File: src/rtl/bias_relu.sv
// ---------------------------------------------------------------------------
// bias_relu
//
// Downstream stage of the matmul block. When `start` is sampled while not busy,
// the block captures the packed HxW single-precision matrix `x` and the
// per-column bias vector `bias`. It then walks the elements in index order,
// one per clock. For each element it adds the column bias with a truncating
// float adder. It can optionally clamp negative sums to +0 (ReLU) and writes
// the value into `o`. `done` is a level flag that rises on the edge that
// writes the last element. It stays high until the next accepted start.
//
// Parameters
//   S    : element width, must be 32 (IEEE-754 single)
//   H, W : matrix rows / columns (W is also the bias vector length)
//   RELU : 1 = negative sums (incl. -0, -inf) become +0, 0 = sum passed as-is
//
// Ports
//   clk   : rising-edge clock
//   rst_n : asynchronous active-low reset; aborts any operation in progress
//   start : begin operation, honoured in IDLE and DONE, ignored in RUN
//   x     : packed matrix, element i = r*W+c at x[i*S +: S]
//   bias  : bias per column, column c at bias[c*S +: S]
//   o     : packed result, same layout as x
//   done  : high while o holds a complete result
// ---------------------------------------------------------------------------
module bias_relu #(
  parameter int S    = 32,
  parameter int H    = 2,
  parameter int W    = 2,
  parameter int RELU = 1
) (
  input  logic             clk,
  input  logic             rst_n,
  input  logic             start,
  input  logic [H*W*S-1:0] x,
  input  logic [W*S-1:0]   bias,
  output logic [H*W*S-1:0] o,
  output logic             done
);

  localparam int N    = H * W;
  localparam int CW   = (N > 1) ? $clog2(N) : 1;
  localparam int COLW = (W > 1) ? $clog2(W) : 1;

  localparam logic [1:0] IDLE = 2'd0;
  localparam logic [1:0] RUN  = 2'd1;
  localparam logic [1:0] DONE = 2'd2;

  logic [1:0]       state;
  logic [CW-1:0]    cnt;
  // The column index is tracked alongside the element counter. This avoids a
  // modulo-W operation on the counter.
  logic [COLW-1:0]  col;
  logic [N*S-1:0]   x_lat;
  logic [W*S-1:0]   bias_lat;

  logic             load;
  logic             last;
  logic [31:0]      elem_sum;
  logic [31:0]      elem_out;

  // -------------------------------------------------------------------------
  // Truncating single-precision adder.
  // Denormal inputs are flushed to zero. The smaller operand is aligned with
  // three guard bits and no sticky bit. The result is truncated toward zero.
  // If either input has exponent 255, the result is the canonical NaN.
  // -------------------------------------------------------------------------
  function automatic logic [31:0] fadd(input logic [31:0] a, input logic [31:0] b);
    logic [7:0]  ea, eb, e_big, e_sml, d;
    logic [26:0] ma, mb, m_big, m_sml, m_shift;
    logic        s_big, s_sml;
    logic [27:0] sum;
    logic [4:0]  lz;
    logic [9:0]  e_res;
    logic [22:0] frac;

    ea = a[30:23];
    eb = b[30:23];
    ma = (ea == 8'd0) ? 27'd0 : {1'b1, a[22:0], 3'b000};
    mb = (eb == 8'd0) ? 27'd0 : {1'b1, b[22:0], 3'b000};

    // Order the operands by magnitude so the subtraction below never goes
    // negative. The sign of the result is then the sign of the larger one.
    if ({ea, ma} >= {eb, mb}) begin
      e_big = ea; m_big = ma; s_big = a[31];
      e_sml = eb; m_sml = mb; s_sml = b[31];
    end else begin
      e_big = eb; m_big = mb; s_big = b[31];
      e_sml = ea; m_sml = ma; s_sml = a[31];
    end

    d       = e_big - e_sml;
    m_shift = (d >= 8'd27) ? 27'd0 : (m_sml >> d);

    if (s_big == s_sml) sum = {1'b0, m_big} + {1'b0, m_shift};
    else                sum = {1'b0, m_big} - {1'b0, m_shift};

    // Leading-zero count over the 27-bit field. The highest set bit wins.
    lz = 5'd0;
    for (int i = 0; i < 27; i++) begin
      if (sum[i]) lz = 5'(26 - i);
    end

    if (sum[27]) begin
      e_res = {2'b00, e_big} + 10'd1;
      frac  = 23'(sum >> 4);
    end else begin
      // If the exponent borrows below zero, it wraps into bit 9. That case is
      // treated as underflow below.
      e_res = {2'b00, e_big} - {5'd0, lz};
      frac  = 23'((sum[26:0] << lz) >> 3);
    end

    if (ea == 8'hFF || eb == 8'hFF)        fadd = 32'h7FC0_0000;
    else if (sum == 28'd0)                 fadd = 32'h0000_0000;
    else if (e_res[9] || e_res == 10'd0)   fadd = 32'h0000_0000;
    else if (e_res > 10'd254)              fadd = {s_big, 8'hFF, 23'd0};
    else                                   fadd = {s_big, e_res[7:0], frac};
  endfunction

  assign load     = start && (state != RUN);
  assign last     = (cnt == CW'(N - 1));
  assign elem_sum = fadd(x_lat[cnt*S +: S], bias_lat[col*S +: S]);
  assign elem_out = ((RELU != 0) && elem_sum[31]) ? 32'h0000_0000 : elem_sum;

  // NOTE: the operand copies are plain data registers. They are written only
  // on an accepted start and read only in RUN. A reset on them would add
  // routing and change no observable behaviour, so they have none.
  always_ff @(posedge clk) begin
    if (load) begin
      x_lat    <= x;
      bias_lat <= bias;
    end
  end

  // NOTE: all state here uses non-blocking assignments. Every register then
  // sees the pre-edge values of the others, e.g. the element write uses the
  // same cnt that is being incremented.
  always_ff @(posedge clk or negedge rst_n) begin
    if (!rst_n) begin
      state <= IDLE;
      cnt   <= '0;
      col   <= '0;
      o     <= '0;
      done  <= 1'b0;
    end else begin
      case (state)
        IDLE, DONE: begin
          if (start) begin
            state <= RUN;
            cnt   <= '0;
            col   <= '0;
            done  <= 1'b0;
          end
        end
        RUN: begin
          o[cnt*S +: S] <= elem_out;
          if (last) begin
            done  <= 1'b1;
            state <= DONE;
            cnt   <= '0;
            col   <= '0;
          end else begin
            cnt <= cnt + 1'b1;
            col <= (col == COLW'(W - 1)) ? '0 : col + 1'b1;
          end
        end
        default: state <= IDLE;
      endcase
    end
  end

endmodule

File: config.mk
export PLATFORM = sky130hd
export DESIGN_NAME = bias_relu
export DESIGN_NICKNAME = d
export VERILOG_FILES = /design/src/rtl/bias_relu.sv
export SDC_FILE = /design/constraint.sdc
export NUM_CORES = 1
export LEC_CHECK = 0
export CAP_MARGIN = 20
export CORE_ASPECT_RATIO = 0.5
export CORE_UTILIZATION = 45
export CTS_CLUSTER_DIAMETER = 100
export DETAILED_ROUTE_END_ITERATION = 16
export PLACE_DENSITY_LB_ADDON = 0.2
export REMOVE_ABC_BUFFERS = 1
export SYNTH_ARGS = -nofsm -noshare
export SYNTH_HDL_FRONTEND = slang
export SYNTH_SLANG_ARGS = --single-unit
File: constraint.sdc
create_clock -name clk -period 44.5 [get_ports clk]
set_input_delay 6.675 -clock clk [delete_from_list [all_inputs] [get_ports clk]]
set_output_delay 6.675 -clock clk [all_outputs]
set_load 0.1 [all_outputs]
==> out/metrics.yaml <==
status: "complete, no violations"
grt_usage_pct: 27.5
synth_top_family_by_area: "compound AO/OA/AOI/OAI gates"
first_iter_violations: 1609
tightest_slew_ns: 1.12
io_pins: 324
root_buffer: "clkbuf_16"
pre_cts_ws_ns: 27.25
dieArea_sq_um: 47000
core-area_sq_um: 45300
grt_max_degree: 171
hpwlAfterDp_mm: 50.1
final_common_cell: "clkdlybuf4s50_1"
clk_pin_slew_ns: 0.06
rrSetupSlack_ns: 26.90
slew_headroom_pct: 24.9
avgSynthCellArea_sq_um: 10.0
cp_num_buf_inv: 7
synth_cells: 2070
critical-path-slowest-cell: "a2111oi_0"
seq_area_frac_synth_pct: 43.5
grt_antenna_before_repair: 0
synth_edf_count: 192
die_height_microns: 154
layout-drive-gt1-share_pct: 8.85
yosys.area_share.simple_pct: 14.2
ant_nets: 0
r2r_start: "cnt[0]"
yosysTopAreaCellShare_pct: 27.8
setup_viol: 0
grt_pass1_vias: 17266
crit_family: "compound AO/OA/AOI/OAI gates"
synth_seq_cells: 322
initial_core_util_pct: 45.7
final_cell_mix: "318 x clkdlybuf4s50_1, 248 x nand2_1, 192 x edfxtp_1, 155 x a21oi_1, 139 x nor2_1"
synth_area_sq_um: 20700
final.period_utilization_pct: 39.5
muxShareOfSynthArea_pct: 10.7
async_reset_ff_share_pct: 40.4
grt_pass1_wl_mm: 102
ys.flop_type: "edfxtp_1"
num-nets-final: 2596
hold_violations: 0
critical_path_class: "flop to flop"
yosysWarnings: 0
clk_latency_ns: 0.58
die_x_microns: 306
cts_inserted_buffers: 28
cts.path.max_buffers: 3
ys_top_cells_by_area: "edfxtp_1 28%, dfrtp_1 16%, nand2_1 4.5%"
path_max_fanout: 42
rsz0062_at_grt: "false"
drcViolationCount: 0
n_antenna_cell: 0
port_buffers: 319
crit_arrival_ns: 18.07
gp_congestion: 0.973
synthToLayoutAreaGrowth_pct: 21.6
critPathRequiredTime_ns: 44.97
cts.sinks: 322
tns_ns: 0
htreeDepth: 1
setup_ws_ns: 26.90
slew_viol_final: 0
synthAdderAreaFrac_pct: 4.36
synth_compound_area_share_pct: 20.7
critPathLaunchType: "flop"
multi_input_area_sq_um: 11000
finClkSkew_ns: 0.0249
synth-xor-area-share_pct: 2.66
ys_types: 106
crit_start: "cnt[0]"
first_pass_iters: 6
post_drt_wl_per_cell_microns: 22.4
postCtsHoldBufs: 0
avgViaCountPerCell: 6.11
num_rows: 55
max_stage_delay_ns: 0.87
num_vias: 18014
fin_crit_ns: 17.60
cts_tree: "yes"
crit_path_end_kind: "flop"
seq_area_sq_um: 9020
dpl.cell_count: 2898
hold_path_startpoint: "o[111]"
grt-ovfl-total: 0
finalHoldWorstSlack_ns: 0.485
fmax_mhz: 56.8
cts_resized: 0
final_cells: 2948
wl_mm: 66.1
hold_path.class: "flop to flop"
fillers: 4029
cts_setup_buffers: 0
synth_area_leader_cell: "edfxtp_1"
drv_cap: 0
[worst paths after layout]
check / depth (start not counted) / end
max in group asynchronous: 2 / cnt[0]
min: 2 / o[111]
max reg2reg: 56 / o[80]
min in group asynchronous: 1 / o[111]
min reg2reg: 2 / o[111]
max: 56 / o[80]
[final cells by class]
type | instances | share of cell area (%)
Multi-Input combinational cell | 1579 | 43.5
Inverter | 49 | 0.729
Sequential cell | 322 | 35.8
Clock buffer | 40 | 3.08
Clock inverter | 10 | 0.347
Timing Repair Buffer | 350 | 13.6
Tap cell | 598 | 2.97
[Yosys cell counts (15+ instances only)]
cell type,n
mux2_2,36
dfrtp_1,130
a21oi_1,155
a21o_1,24
xnor2_1,34
and3_1,19
ha_1,69
mux4_2,39
nand4_1,15
a211oi_1,22
o21ai_1,54
o211ai_1,19
o21ai_0,138
nand3_1,37
nand2_1,249
a22o_1,56
or3_1,18
inv_1,44
mux2i_1,91
nor2_1,140
clkbuf_1,58
nor3_1,44
xor2_1,24
edfxtp_1,192
o22ai_1,20
buf_2,35
and2_1,29
a22oi_1,19
[layer usage]
layer  GRT usage, %  wire length, microns
met1           40.3                 30200
met2           42.7                 29400
met3           5.10                  5280
met4           5.31                  1150
met5              0                     0
[sequential cells by signal, indices dropped and copies added, names as in the netlist]
signal,cells
x_lat,128
o,124
bias_lat,64
cnt,2
state,2
col,1
done,1
[through the flow]
stage | util (%) | cell area (sq um)
after floorplan | - | 20100
after global placement | 53.7 | 24400
after detailed placement | 53.7 | 24400
after CTS | 55.6 | 25200
after global routing | 55.6 | 25200
final | 55.6 | 25200
[kinds of logic after synthesis]
logic type	count (synthesis)
compound gates	652
xor+xnor	60
fa+ha+maj	71
buf+inv	172
flops	322
mux	168
other cells	1
simple gates	624
[worst register-to-register path: cells and delay by family, from the launching register on]
kind | cells | cell delay (ns)
mux | 1 | 0.73
fa+ha+maj | 6 | 1.90
xor+xnor | 2 | 0.75
simple gates | 16 | 3.48
flops | 1 | 0.34
compound gates | 24 | 7.70
buf+inv | 7 | 2.62
Power is left out: the tool's default activity adds up to more than one toggle a clock period on the data nets, which glitch-free logic cannot reach.
